[config.mk]
export PLATFORM = sky130hd
export DESIGN_NAME = cdic_audio_sample_player
export DESIGN_NICKNAME = d
export VERILOG_FILES = /design/src/rtl/cdic_audio_sample_player.sv
export SDC_FILE = /design/constraint.sdc
export NUM_CORES = 1
export LEC_CHECK = 0
export BUFFER_PORTS_ARGS = -buffer_cell sky130_fd_sc_hd__buf_2
export CAP_MARGIN = 20
export CORE_MARGIN = 2
export CORE_UTILIZATION = 49
export CTS_BUF_LIST = sky130_fd_sc_hd__clkbuf_16
export DETAILED_ROUTE_END_ITERATION = 8
export GPL_TIMING_DRIVEN = 1
export PLACE_DENSITY = 0.74
export REMOVE_ABC_BUFFERS = 1
export SYNTH_ARGS = -nofsm -noshare
export SYNTH_HDL_FRONTEND = slang
export SYNTH_SLANG_ARGS = --single-unit
export TNS_END_PERCENT = 10
[constraint.sdc]
create_clock -name clk -period 6.2 [get_ports clk]
set_input_delay 0.31 -clock clk [delete_from_list [all_inputs] [get_ports clk]]
set_output_delay 0.31 -clock clk [all_outputs]
set_load 0.01 [all_outputs]
[src/rtl/cdic_audio_sample_player.sv]
// cdic_audio_sample_player: buffers decoded stereo PCM pairs in a small FIFO
// and releases one pair per selected sample tick (37.8 kHz or 44.1 kHz).
// Optional feature macro: CDIC_PLAYER_HOLD_ON_UNDERRUN_EN
//   defined   -> an underrun repeats the last played sample
//   undefined -> an underrun outputs silence (zero) until the next pop
module cdic_audio_sample_player #(
  parameter int DEPTH    = 16,
  parameter int SAMPLE_W = 16
) (
  input  logic                     clk,
  input  logic                     reset_n,
  input  logic                     sample_tick37,
  input  logic                     sample_tick44,
  input  logic                     enable,
  input  logic                     rate_sel,
  input  logic                     in_valid,
  output logic                     in_ready,
  input  logic [SAMPLE_W-1:0]      in_left,
  input  logic [SAMPLE_W-1:0]      in_right,
  output logic [SAMPLE_W-1:0]      out_left,
  output logic [SAMPLE_W-1:0]      out_right,
  output logic                     out_strobe,
  output logic                     underrun,
  output logic [$clog2(DEPTH):0]   fill_level
);

  localparam int AW = $clog2(DEPTH);
  localparam int CW = AW + 1;
  localparam logic [CW-1:0] FULL_LVL = CW'(DEPTH);
  localparam logic [CW-1:0] HALF_LVL = CW'(DEPTH / 2);

  typedef enum logic [1:0] {
    ST_IDLE  = 2'd0,
    ST_PRIME = 2'd1,
    ST_PLAY  = 2'd2
  } state_t;

  state_t                state_q, state_d;
  logic                  rate_q, rate_d;
  logic [AW-1:0]         wr_ptr_q, wr_ptr_d;
  logic [AW-1:0]         rd_ptr_q, rd_ptr_d;
  logic [CW-1:0]         count_q, count_d;
  logic [SAMPLE_W-1:0]   out_left_q, out_left_d;
  logic [SAMPLE_W-1:0]   out_right_q, out_right_d;
  logic                  strobe_q, strobe_d;
  logic                  underrun_q, underrun_d;

  // Left channel in the upper half, right channel in the lower half.
  logic [2*SAMPLE_W-1:0] mem_q [DEPTH];
  logic [2*SAMPLE_W-1:0] head;
  logic                  push_en;
  logic                  pop;
  logic                  tick_sel;

  // in_ready looks only at registered state so a same-cycle pop never
  // reopens a full FIFO early; a push while enable is low is dropped.
  assign in_ready = (state_q != ST_IDLE) && (count_q != FULL_LVL);
  assign push_en  = in_valid && in_ready && enable;
  assign tick_sel = rate_q ? sample_tick44 : sample_tick37;
  assign head     = mem_q[rd_ptr_q];

  // Sample storage; the output registers act as the registered read port.
  always_ff @(posedge clk) begin
    if (push_en) begin
      mem_q[wr_ptr_q] <= {in_left, in_right};
    end
  end

  // Next-state logic: play FSM, pointer/occupancy bookkeeping, output sample.
  always_comb begin
    state_d     = state_q;
    rate_d      = rate_q;
    wr_ptr_d    = wr_ptr_q;
    rd_ptr_d    = rd_ptr_q;
    count_d     = count_q;
    out_left_d  = out_left_q;
    out_right_d = out_right_q;
    strobe_d    = 1'b0;
    underrun_d  = underrun_q;
    pop         = 1'b0;

    if (!enable) begin
      // Disable flushes everything, including a tick or push this cycle.
      state_d     = ST_IDLE;
      wr_ptr_d    = '0;
      rd_ptr_d    = '0;
      count_d     = '0;
      out_left_d  = '0;
      out_right_d = '0;
      underrun_d  = 1'b0;
    end else begin
      case (state_q)
        ST_IDLE: begin
          rate_d  = rate_sel;
          state_d = ST_PRIME;
        end
        ST_PRIME: begin
          // Ticks are ignored here, including the one in the cycle the
          // half-full threshold is first seen.
          if (count_q >= HALF_LVL) begin
            state_d = ST_PLAY;
          end
        end
        ST_PLAY: begin
          if (tick_sel) begin
            strobe_d = 1'b1;
            if (count_q != '0) begin
              pop         = 1'b1;
              out_left_d  = head[2*SAMPLE_W-1:SAMPLE_W];
              out_right_d = head[SAMPLE_W-1:0];
              rd_ptr_d    = rd_ptr_q + AW'(1);
            end else begin
              underrun_d = 1'b1;
              state_d    = ST_PRIME;
`ifdef CDIC_PLAYER_HOLD_ON_UNDERRUN_EN
              out_left_d  = out_left_q;
              out_right_d = out_right_q;
`else
              out_left_d  = '0;
              out_right_d = '0;
`endif
            end
          end
        end
        default: begin
          state_d = ST_IDLE;
        end
      endcase

      if (push_en) begin
        wr_ptr_d = wr_ptr_q + AW'(1);
      end

      if (push_en && !pop) begin
        count_d = count_q + CW'(1);
      end else if (pop && !push_en) begin
        count_d = count_q - CW'(1);
      end
    end
  end

  // State and datapath registers with asynchronous active-low reset.
  always_ff @(posedge clk or negedge reset_n) begin
    if (!reset_n) begin
      state_q     <= ST_IDLE;
      rate_q      <= 1'b0;
      wr_ptr_q    <= '0;
      rd_ptr_q    <= '0;
      count_q     <= '0;
      out_left_q  <= '0;
      out_right_q <= '0;
      strobe_q    <= 1'b0;
      underrun_q  <= 1'b0;
    end else begin
      state_q     <= state_d;
      rate_q      <= rate_d;
      wr_ptr_q    <= wr_ptr_d;
      rd_ptr_q    <= rd_ptr_d;
      count_q     <= count_d;
      out_left_q  <= out_left_d;
      out_right_q <= out_right_d;
      strobe_q    <= strobe_d;
      underrun_q  <= underrun_d;
    end
  end

  assign out_left   = out_left_q;
  assign out_right  = out_right_q;
  assign out_strobe = strobe_q;
  assign underrun   = underrun_q;
  assign fill_level = count_q;

endmodule

=== Yosys cells after proc, flatten, opt, wreduce, memory -nomap -nowiden ===
Memory sizes are Yosys's and may differ from the RTL's.
Index checks and enable logic that the tools add are counted.

* Add/sub/neg operators: 4
* $lt $le $gt $ge: 1
* Equality and inequality tests: 12
* Mux-type cells: 36
* Reduce and logical (&&, ||, !) cells: 15

{| class="wikitable"
|+ Operators with widths
! operator !! count
|-
| two-way mux 16 bit || 8
|-
| two-way mux 4 bit || 6
|-
| two-way mux 5 bit || 3
|-
| two-way mux 1 bit || 14
|-
| != test 3 bit (second input constant) || 3
|-
| AND reduction 3 bit || 3
|-
| adder 4 x 1 -> 4 bit (second input constant) || 2
|-
| two-way mux 2 bit || 4
|-
| != test 2 x 1 -> 1 bit (second input constant) || 4
|-
| one-hot mux 2 bit (3 select lines) || 1
|-
| adder 5 x 1 -> 5 bit (second input constant) || 1
|-
| >= comparator 5 x 4 -> 1 bit (second input constant) || 1
|-
| logical AND 1 bit || 5
|-
| != test 5 bit (second input constant) || 1
|-
| nonzero test 5 bit || 1
|-
| subtractor 5 x 1 -> 5 bit (second input constant) || 1
|-
| AND reduction 2 bit || 2
|-
| != test 3 x 1 -> 1 bit (second input constant) || 1
|-
| equality test 2 x 1 -> 1 bit (second input constant) || 1
|-
| equality test 2 bit (second input constant) || 1
|-
| logical NOT 1 bit || 2
|-
| logical NOT 2 bit || 1
|-
| != test 2 bit (second input constant) || 1
|-
| nonzero test 2 bit || 1
|}

* Flip-flop bits (word level): 50
* Memory bits (writable): 512
* Input port bits: 39
* Memories: 1

{| class="wikitable"
|+ Memories
! memory !! words !! width !! read ports !! clocked after memory_dff !! wr ports !! RTL line !! source
|-
| mem_q || 16 || 32 || 1 || 0 || 1 || 49 || <nowiki>logic [2*SAMPLE_W-1:0] mem_q [DEPTH];</nowiki>
|}

=== Longest topological paths before layout ===
* Word-level depth: 9
* Gate-level depth with buffers: 11

=== Worst setup path before layout ===
OpenSTA, ideal clock, no wires.

* Path type: flip-flop to flip-flop
* Start: reg count_q[0], in the netlist fill_level[0]
* End: mem mem_q[12][0] (netlist bit) (enable)
* Setup time: 421 ps
* Data arrival time: 2845 ps
* Setup slack: 2934 ps
* Stages on the path, launching flop included: 6
* Buffers on the path: 1
* Period minus slack after synthesis: 3266 ps
* Cell sequence: dfrtp_1 nor3_2 a31oi_1 clkbuf_1 nand2_1 nor2_1

* Word-level cells in the longest chain between the ends: 6

{| class="wikitable"
|+ RTL lines
! item !! RTL line !! source
|-
| from (decl) || 42 || <nowiki>logic [CW-1:0] count_q, count_d;</nowiki>
|-
| from (signal assigned) || 159 || <nowiki>count_q <= count_d;</nowiki>
|-
| != test 5 bit || 57 || <nowiki>assign in_ready = (state_q != ST_IDLE) && (count_q != FULL_LVL);</nowiki>
|-
| logical AND 1 bit || 57 ||
|-
| logical AND 1 bit (2 in a row) || 58 || <nowiki>assign push_en = in_valid && in_ready && enable;</nowiki>
|-
| two-way mux 1 bit || 64 || <nowiki>if (push_en) begin</nowiki>
|-
| two-way mux 1 bit (not written as such) || 65 || <nowiki>mem_q[wr_ptr_q] <= {in_left, in_right};</nowiki>
|-
| to (decl) || 49 ||
|}

No other way between the ends.

=== Worst setup path after layout ===
* Start: reg rate_q
* End: reg count_q[4], in the netlist fill_level[4]

* Word-level cells in the longest chain between the ends: 8

{| class="wikitable"
|+ RTL lines
! item !! RTL line !! source
|-
| from (decl) || 39 || <nowiki>logic rate_q, rate_d;</nowiki>
|-
| from (signal assigned) || 156 || <nowiki>rate_q <= rate_d;</nowiki>
|-
| two-way mux 1 bit * || 59 || <nowiki>assign tick_sel = rate_q ? sample_tick44 : sample_tick37;</nowiki>
|-
| two-way mux 1 bit * || 105 || <nowiki>if (tick_sel) begin</nowiki>
|-
| two-way mux 1 bit * || 92 || <nowiki>case (state_q)</nowiki>
|-
| two-way mux 1 bit * || 82 || <nowiki>if (!enable) begin</nowiki>
|-
| logical NOT 1 bit || 134 || <nowiki>if (push_en && !pop) begin</nowiki>
|-
| logical AND 1 bit || 134 ||
|-
| two-way mux 5 bit || 134 ||
|-
| two-way mux 5 bit || 82 ||
|}

Mark *: on every way between the ends. The rest lies on a longest branch, timed or not. The select of a mux whose other input is x is not followed.
A chain may end at the register's enable or synchronous reset.

==> summary.md <==
| Metric | Value |
|---|---|
| Yosys top cell by area | `edfxtp_1` |
| Vias in the first global route | `10.4k` |
| Via count | `10.2k` |
| CTS H-Tree Depth | `2` |
| Global Route met2 Usage | `34.7%` |
| Number of nets in the layout | `1145` |
| RR Startpoint | `rate_q$_DFFE_PN0P_` |
| Setup crit end kind | `flop` |
| GRT busiest layer | `met2` |
| Achievable frequency | `358 MHz` |
| Worst slew pin tran | `1.11 ns` |
| Clk root buf | `clkbuf_16` |
| Slew HR | `26.1%` |
| Crit path launch type | `flop` |
| Row cnt | `76` |
| Post-Layout Cell Count | `1728` |
| Hold_sp | `in_right[9]` |
| Final ANT Viol Nets | `0` |
| Status | `completed` |
| Post-synth EDFFs | `512` |
| Final WS setup | `3.40 ns` |
| Die Ht | `214 microns` |
| Placer Congestion | `0.707` |
| Synth top area cells | `edfxtp_1, mux4_2, dfrtp_1` |
| Share of the synthesized area in the top cell type | `71.3%` |
| Cell Pwr Density | `327 nW/um^2` |
| Placed insts | `1621` |
| Setup Total Neg Slack | `0 ns` |
| CTS Buf Count | `55` |
| FILL cells | `3100` |
| Max Cap Viol | `0` |
| Core Util, Final | `57.3%` |
| Starting density of the core | `49.8%` |
| Initial antenna violation count | `4` |
| Hold Vio Cnt, Final | `0` |
| Total gr overflow | `0` |
| Post-CTS sizing | `0` |
| Register area | `16600 sq um` |
| CTS tree | `done` |
| Max VDD drop | `0.000203 V` |
| Via density | `5.90` |
| Setup repair bufs after CTS | `0` |
| Hpwl dp | `22000 microns` |
| Initial DRC count | `1103` |
| Sequential cell area fraction in the yosys report | `77.1%` |
| Pin count of the biggest net entering global routing | `104` |
| Post-Syn Area | `21600 sq um` |
| Hold-fix buffers at CTS | `3` |
| CP Class | `flop to flop` |
| RSZ-0062 raised after global routing | `false` |
| Fin crit share | `45.1%` |
| Async SR Flop Fraction | `8.90%` |
| CP max FO | `8` |
| Core area | `43300 sq um` |
| Post-Place Setup Slack | `3.40 ns` |
| Share of post-route cells with drive strength above 1 | `32.9%` |
| Yosys warning count | `0` |
| Number of I/O pins | `79` |
| Die Width | `214 microns` |
| M3 GR Usage | `3.91%` |
| Post-synth cell types | `38` |
| Critical Path RT | `6.69 ns` |
| # diodes | `0` |
| Hold WC Path Type | `input pin to flop` |
| Num Clock Sinks | `562` |
| Post-Syn Instances | `980` |
| Max Slew Vio Count | `0` |
| Multi-input logic area | `4810 sq um` |
| IO buf count | `78` |
| Total wire length | `45800 microns` |
| Die area | `45700 sq um` |
| Top FF cell, synth | `edfxtp_1` |
| Leading cell type in the layout, fill and taps excluded | `edfxtp_1` |
| Drt first pass iters | `5` |
| CTS Buffer Depth | `3` |
| CP Data Arrival Time | `3.29 ns` |
| GRT Util Overall | `20.9%` |
| Area Overhead vs Synth | `15.0%` |
| Final Skew | `0.0304 ns` |
| Worst-path clk slew | `0.06 ns` |
| Global-route wire length before repair | `67700 microns` |
| Most frequent cells in the layout | `edfxtp_1, mux4_2, buf_2, clkbuf_16, nor2_1` |
| #FFs+latches synth | `562` |
| GR Layer Usage met1 | `28.7%` |
| WL per Instance | `26.5 microns` |
| Leakage power | `8.04 nW` |
| DR DRC count | `0` |
| Critical path origin | `rate_q$_DFFE_PN0P_` |
| Syn Area/Cell | `22.0 sq um` |
| Tmin final | `2.80 ns` |
| Setup violators final | `0` |
| Clk Latency, worst-skew pair | `0.62 ns` |
-- where the power goes --
part	internal, mW	leakage [nW]	switching, mW
clock network	2.11	0.976	1.41
registers	4.19	5.29	0.0350
logic	0.136	1.77	0.222
-- per-layer routing --
metal / wire (microns) / vias up
met5: 39 / -
met4: 937 / 6
met3: 3430 / 71
met2: 23100 / 388
met1: 18300 / 5416
li1: - / 4314
-- critical path: stages (launching register included) --
cell,delay (ns)
dfrtp_1,0.39
mux2i_1,0.21
a2111oi_4,0.64
nor2_1,0.08
nand2_1,0.20
fa_1,0.25
a21o_1,0.13
a21oi_1,0.07
or3b_1,0.36
and3_1,0.19
o21a_1,0.18
-- synthesized netlist by cell type, types with 3 or more instances --
master,instances
a21oi_1,5
buf_1,6
xor2_1,5
mux4_2,128
nand2_1,12
dfrtp_1,50
edfxtp_1,512
mux2i_1,34
inv_1,4
clkbuf_1,21
and3_1,5
xnor2_1,3
a221o_1,32
nor2_1,63
mux2_2,33
nor3_1,4
nand3_1,6
nand3b_1,3
ha_1,9
buf_2,21
o21ai_0,3
-- state kept, by name, indices dropped and copies added, names as in the netlist --
signal and flops:
out_right 16, wr_ptr_q 4, rate_q 1, out_left 16
fill_level 5, mem_q 512, state_q 2, underrun 1
out_strobe 1, rd_ptr_q 4
-- layout make-up --
| class | count | area share, % |
|---|---|---|
| sequential | 562 | 67.1 |
| multi-input combinational | 365 | 19.4 |
| clock buffer | 56 | 5.65 |
| tap | 585 | 2.95 |
| timing repair buffer | 107 | 2.58 |
| clock inverter | 48 | 2.20 |
| inverter | 5 | 0.0757 |
-- metrics by stage --
stage | cell area, sq um | total power [mW] | hold slack [ns]
6_report | 24800 | 8.10 | 0.0600
3_3_place_gp | 22800 | 4.64 | 0.487
5_1_grt | 24800 | 8.32 | 0.0604
4_1_cts | 24800 | 8.15 | 0.0381
2_1_floorplan | 21400 | 4.51 | 0.0144
3_5_place_dp | 22800 | 4.66 | 0.498
-- worst paths after layout --
path,end,cells past startpoint,slack [ns]
setup / recovery,fill_level[4]$_DFFE_PN0P_,10,3.40
hold / removal,mem_q[10][9]$_DFFE_PP_,1,0.06
setup reg to reg,fill_level[4]$_DFFE_PN0P_,10,3.40
hold reg to reg,out_right[1]$_DFFE_PN0P_,1,0.51
max in group asynchronous,rd_ptr_q[1]$_DFFE_PN0P_,3,5.05
min in group asynchronous,out_left[10]$_DFFE_PN0P_,3,0.45
-- kinds of logic after synthesis --
kind of cell    after synthesis  share of synthesized area, %
flops                       562                          77.1
mux                         195                          16.7
simple gates                103                          2.14
buf+inv                      53                          1.04
compound gates               48                          2.03
fa+ha+maj                    10                         0.615
xor+xnor                      9                         0.400
Note: power is estimated with default switching activity, not from simulation.
